[src/rtl/hp_compressor.sv]
// Feed-forward dynamics compressor: rectify, attack/release envelope, Q1.14 gain
// from a restoring divider, then gain application with symmetric clipping.
module hp_compressor #(
  parameter int ATTACK_SHIFT  = 4,
  parameter int RELEASE_SHIFT = 10,
  parameter int GAIN_FRAC     = 14
) (
  input  logic                 clk_144,
  input  logic                 reset,
  input  logic                 sample_en,
  input  logic [2:0]           threshold,
  input  logic [1:0]           ratio,
  input  logic signed [15:0]   compIn,
  output logic signed [15:0]   compOut,
  output logic                 out_valid,
  output logic [GAIN_FRAC:0]   gain,
  output logic                 busy,
  output logic                 overrun
);

  localparam logic [GAIN_FRAC:0] UNITY = (GAIN_FRAC+1)'(1 << GAIN_FRAC);
  localparam logic [3:0] DIV_LAST = 4'(GAIN_FRAC + 1);

  typedef enum logic [2:0] {IDLE, RECT, ENV, DIV, APPLY} state_t;

  state_t                state;
  logic signed [15:0]    x_reg;
  logic [15:0]           rect;
  logic [23:0]           env;
  logic [3:0]            div_cnt;
  logic [15:0]           divisor;
  logic [15:0]           rem;
  logic [GAIN_FRAC:0]    num_low;
  logic [GAIN_FRAC:0]    quot;

  logic [15:0]           abs_x;
  logic [23:0]           target, up_diff, dn_diff, up_step, dn_step, env_next;
  logic [15:0]           env_int, thr_val, lvl, div_level, div_divisor;
  logic                  unity_case;
  logic [16:0]           trial;
  logic                  take;
  logic [GAIN_FRAC:0]    quot_next;
  logic [15:0]           rem_next;
  logic signed [31:0]    prod, scaled;
  logic signed [15:0]    clipped;

  // The most negative input has no positive twin, so it saturates.
  always_comb begin
    abs_x = x_reg[15] ? 16'(-x_reg) : 16'(x_reg);
    if (x_reg == 16'sh8000) abs_x = 16'h7fff;
  end

  // Envelope step, never smaller than one LSB so the envelope lands exactly on target.
  always_comb begin
    target  = {rect, 8'h00};
    up_diff = target - env;
    dn_diff = env - target;
    up_step = up_diff >> ATTACK_SHIFT;
    dn_step = dn_diff >> RELEASE_SHIFT;
    if (up_step == 24'd0) up_step = 24'd1;
    if (dn_step == 24'd0) dn_step = 24'd1;
    if (target > env)      env_next = env + up_step;
    else if (target < env) env_next = env - dn_step;
    else                   env_next = env;
  end

  always_comb begin
    env_int = env[23:8];
    case (threshold)
      3'd1:    thr_val = 16'd16384;
      3'd2:    thr_val = 16'd8192;
      3'd3:    thr_val = 16'd4096;
      3'd4:    thr_val = 16'd2048;
      default: thr_val = 16'd0;
    endcase
    unity_case = (thr_val == 16'd0) || (env_int == 16'd0) || (env_int <= thr_val);
    lvl        = thr_val + ((env_int - thr_val) >> ratio);
    // Unity is produced as 1/1 so the divider always runs the same number of steps.
    div_level   = unity_case ? 16'd1 : lvl;
    div_divisor = unity_case ? 16'd1 : env_int;
  end

  always_comb begin
    trial     = {rem, num_low[GAIN_FRAC]};
    take      = trial >= {1'b0, divisor};
    quot_next = {quot[GAIN_FRAC-1:0], take};
    rem_next  = take ? 16'(trial - {1'b0, divisor}) : trial[15:0];
  end

  always_comb begin
    prod   = x_reg * $signed({1'b0, gain});
    scaled = prod >>> GAIN_FRAC;
    if (scaled > 32'sd32767)       clipped = 16'sd32767;
    else if (scaled < -32'sd32767) clipped = -16'sd32767;
    else                           clipped = scaled[15:0];
  end

  always_ff @(posedge clk_144) begin
    if (reset) begin
      state     <= IDLE;
      x_reg     <= '0;
      rect      <= '0;
      env       <= '0;
      div_cnt   <= '0;
      divisor   <= '0;
      rem       <= '0;
      num_low   <= '0;
      quot      <= '0;
      compOut   <= '0;
      out_valid <= 1'b0;
      gain      <= UNITY;
      busy      <= 1'b0;
      overrun   <= 1'b0;
    end else begin
      out_valid <= 1'b0;
      if (sample_en && busy) overrun <= 1'b1;
      case (state)
        IDLE: begin
          // busy is still high during the out_valid cycle, so a strobe there is an overrun.
          if (sample_en && !busy) begin
            x_reg <= compIn;
            busy  <= 1'b1;
            state <= RECT;
          end else begin
            busy <= 1'b0;
          end
        end
        RECT: begin
          rect  <= abs_x;
          state <= ENV;
        end
        ENV: begin
          env     <= env_next;
          div_cnt <= '0;
          state   <= DIV;
        end
        DIV: begin
          div_cnt <= div_cnt + 4'd1;
          if (div_cnt == 4'd0) begin
            divisor <= div_divisor;
            rem     <= div_level >> 1;
            num_low <= {div_level[0], GAIN_FRAC'(0)};
            quot    <= '0;
          end else begin
            rem     <= rem_next;
            num_low <= num_low << 1;
            quot    <= quot_next;
            if (div_cnt == DIV_LAST) begin
              gain  <= quot_next;
              state <= APPLY;
            end
          end
        end
        APPLY: begin
          compOut   <= clipped;
          out_valid <= 1'b1;
          state     <= IDLE;
        end
        default: state <= IDLE;
      endcase
    end
  end

endmodule
[config.mk]
export PLATFORM = sky130hd
export DESIGN_NAME = hp_compressor
export DESIGN_NICKNAME = d
export VERILOG_FILES = /design/src/rtl/hp_compressor.sv
export SDC_FILE = /design/constraint.sdc
export NUM_CORES = 1
export LEC_CHECK = 0
export BUFFER_PORTS_ARGS = -buffer_cell sky130_fd_sc_hd__buf_2
export CAP_MARGIN = 20
export CORE_MARGIN = 5
export CORE_UTILIZATION = 60
export CTS_BUF_LIST = sky130_fd_sc_hd__clkbuf_8
export DETAILED_ROUTE_END_ITERATION = 16
export PLACE_DENSITY = 0.77
export REMOVE_ABC_BUFFERS = 1
export SLEW_MARGIN = 20
export SYNTH_ARGS = -nofsm -noshare
export SYNTH_HDL_FRONTEND = slang
export SYNTH_SLANG_ARGS = --single-unit
[constraint.sdc]
create_clock -name clk_144 -period 20.8 [get_ports clk_144]
set_clock_uncertainty 0.15 [all_clocks]
set_input_delay 2.08 -clock clk_144 [delete_from_list [all_inputs] [get_ports clk_144]]
set_output_delay 2.08 -clock clk_144 [all_outputs]
set_load 0.02 [all_outputs]
==> impl_metrics.yaml <==
worst_setup_path:
  endpoint_kind: "flip-flop"
  critPathKind: "reg2reg"
  cp-start-kind: "flip-flop"
  crit_path_end: "compOut[5]"
  rrSetupSlack_ns: 12.45
  cp_cell_sequence: "nand2_1 -> fa_1 -> fa_1 -> fa_1 -> inv_1 -> fa_1 -> fa_1 -> inv_1 -> fa_1 -> inv_1 -> ha_1 -> and4_1 -> nand3_1 -> o21ai_0 -> o211ai_1 -> and4b_1 -> a211oi_1 -> o21ai_0 -> nand4b_1 -> a221oi_2 -> a311oi_1"
  critical_path.max_stage_delay_ns: 0.96
  worstPathRequired_ns: 20.99
  worstPathArrival_ns: 8.54
  cp-startpoint: "x_reg[6]"
  slowest_stage: "dfxtp_1"
  r2r-end: "compOut[5]"
  crit_top_cell: "fa_1"
  crit_path_max_fanout: 20
  reg2regPathDepth: 21
  rr_startpoint: "x_reg[6]"
clocking:
  cts_tree: "built"
  cts_buffers: 17
  root_buffer: "clkbuf_8"
  cts_sinks: 144
  clk_pin_slew_ns: 0.09
  h-tree-depth: 4
  post_cts_buffers: 0
  clk_path_buf_depth: 2
  clk_latency_ns: 0.50
  postCtsHoldBufs: 0
  ctsResizeCount: 0
placement:
  io_buffers: 57
  place.detailed.hpwl_microns: 41100
  place_ws_ns: 12.58
  gp_congestion: 0.965
route:
  dr_total_vias: 17400
  viasPerCell: 5.98
  wire_per_inst_microns: 18.5
  drc: 0
  dr.pass1.iters: 6
  drt-initial-drc-count: 1503
  routed_wl_microns: 53900
  drtAntennaViolNets: 0
timing:
  fmaxAchievable_ghz: 0.120
  rsz0062_at_grt: "false"
  tightest_slew_ns: 1.12
  slew_headroom_pct: 24.8
  finalSetupTns_ns: 0
  hold_viol: 0
  finalWorstSetupSlack_ns: 12.45
  finalMaxSlewViolations: 0
  fin_crit_sh_pct: 40.1
  setup_viol: 0
  fin_crit_ns: 8.35
min_path:
  hold_path.class: "reg2reg"
  holdCritStartpoint: "overrun"
cells_and_area:
  nets: 2881
  largest-register: "env"
  largest_reg_flops: 24
  area_delta_synth_final_pct: 4.43
  final_common_cell: "inv_1"
  diodes: 0
  drive_gt1_share_pct: 6.05
  final_cell_mix: "inv_1 (390), nand2_1 (307), fa_1 (249)"
synthesis:
  yosysSeqAreaShare_pct: 14.3
  synth_cell_types: 81
  ys_warn_count: 0
  syn-cell-area_sq_um: 20200
  syn_avg_cell_area_sq_um: 8.10
  netlist_instances: 2490
  synth_edf_count: 0
  ys.flop_type: "dfxtp_1"
  ys_ff_latch: 144
  synthArstFlopShare_pct: 0
global_route:
  grtUsageTotal_pct: 29.2
  grt_pass1_wl_microns: 90200
  grt_max_degree: 76
  grt_pass1_vias: 18200
  antenna_found_initial: 0
  grt_overflow: 0
floorplan:
  core_sq_um: 33400
  pin_count: 58
  die_h_microns: 193
  fp.dieW_microns: 193
  rows: 67
  dieArea_sq_um: 37400
  start_util_pct: 60.4
power:
  power_density_nw_per_um2: 109
  leakage_uw: 0.00983
  ir_drop_mv: 0.125
job:
  maxCapViolCount: 0
outcome:
  outcome: "finished, final reports clean"
## metal layers
| metal | global-route usage [%] | up-vias | share of wire [%] |
|---|---|---|---|
| met4 | 14.1 | 0 | 5.0 |
| met2 | 50.1 | 665 | 49 |
| met1 | 35.8 | 8495 | 39 |
| li1 | - | 8037 | - |
| met5 | 0 | - | 0 |
| met3 | 4.89 | 200 | 7.0 |
## power breakdown
part	internal, uW	switching, uW
logic	689	981
clock network	104	141
registers	304	75.5
total	1100	1200
## worst min-delay path by stage
stage / to / slack [ns] / depth (start not counted)
after floorplan: rect[15] / 0.28 / 2
after global placement: overrun / 0.30 / 2
after detailed placement: overrun / 0.30 / 2
after CTS: overrun / 0.32 / 2
after global routing: overrun / 0.36 / 2
final: overrun / 0.32 / 2
## worst max-delay path: cells and delay by family (launching register included)
kind / cells / cell delay (ns)
buf+inv: 3 / 0.16
flops: 1 / 0.96
simple gates: 5 / 1.05
fa+ha+maj: 7 / 3.58
compound gates: 6 / 2.25
## logic make-up (layout without fill, tap and decap cells)
| logic type | count (synthesis) | count (layout) | synth area share (%) |
|---|---|---|---|
| AO/OA/AOI/OAI | 471 | 471 | 15.2 |
| XOR/XNOR | 103 | 103 | 4.47 |
| adder cells (fa/ha/maj) | 409 | 409 | 34.7 |
| buffers and inverters | 527 | 498 | 9.95 |
| flip-flops | 144 | 144 | 14.3 |
| multiplexers | 23 | 23 | 1.66 |
| AND/OR/NAND/NOR | 813 | 813 | 19.8 |
## final cells by class
cell class / count / area (sq um)
inverters: 390 / 1460
repair buffers: 76 / 430
well taps: 448 / 561
flip-flops and latches: 144 / 2880
multi-input cells: 1819 / 15300
fillers: 2909 / 12300
clock inverters: 15 / 189
clock buffers: 17 / 234
## synthesized netlist by cell type (39+ instances only)
| library cell | instances | share of area (%) |
|---|---|---|
| a21oi_1 | 162 | 4.0 |
| and2_1 | 131 | 4.1 |
| clkbuf_1 | 120 | 2.2 |
| dfxtp_1 | 144 | 14 |
| fa_1 | 249 | 25 |
| ha_1 | 160 | 9.9 |
| inv_1 | 390 | 7.3 |
| nand2_1 | 307 | 5.7 |
| nor2_1 | 152 | 2.8 |
| nor3_1 | 49 | 1.2 |
| o21ai_0 | 82 | 2.0 |
| xnor2_1 | 64 | 2.8 |
| xor2_1 | 39 | 1.7 |
## stage by stage
step	utilization, %	total power, uW	std cells	hold WS [ns]	cell area [sq um]
after global placement	61.8	1980	2877	0.297	20600
after global routing	63.1	2480	2909	0.360	21100
after detailed placement	61.8	2010	2877	0.301	20600
after floorplan	-	1650	2353	0.280	19600
final	63.1	2290	2909	0.315	21100
after CTS	63.1	2270	2909	0.322	21000
(Power assumes the default switching activity.)
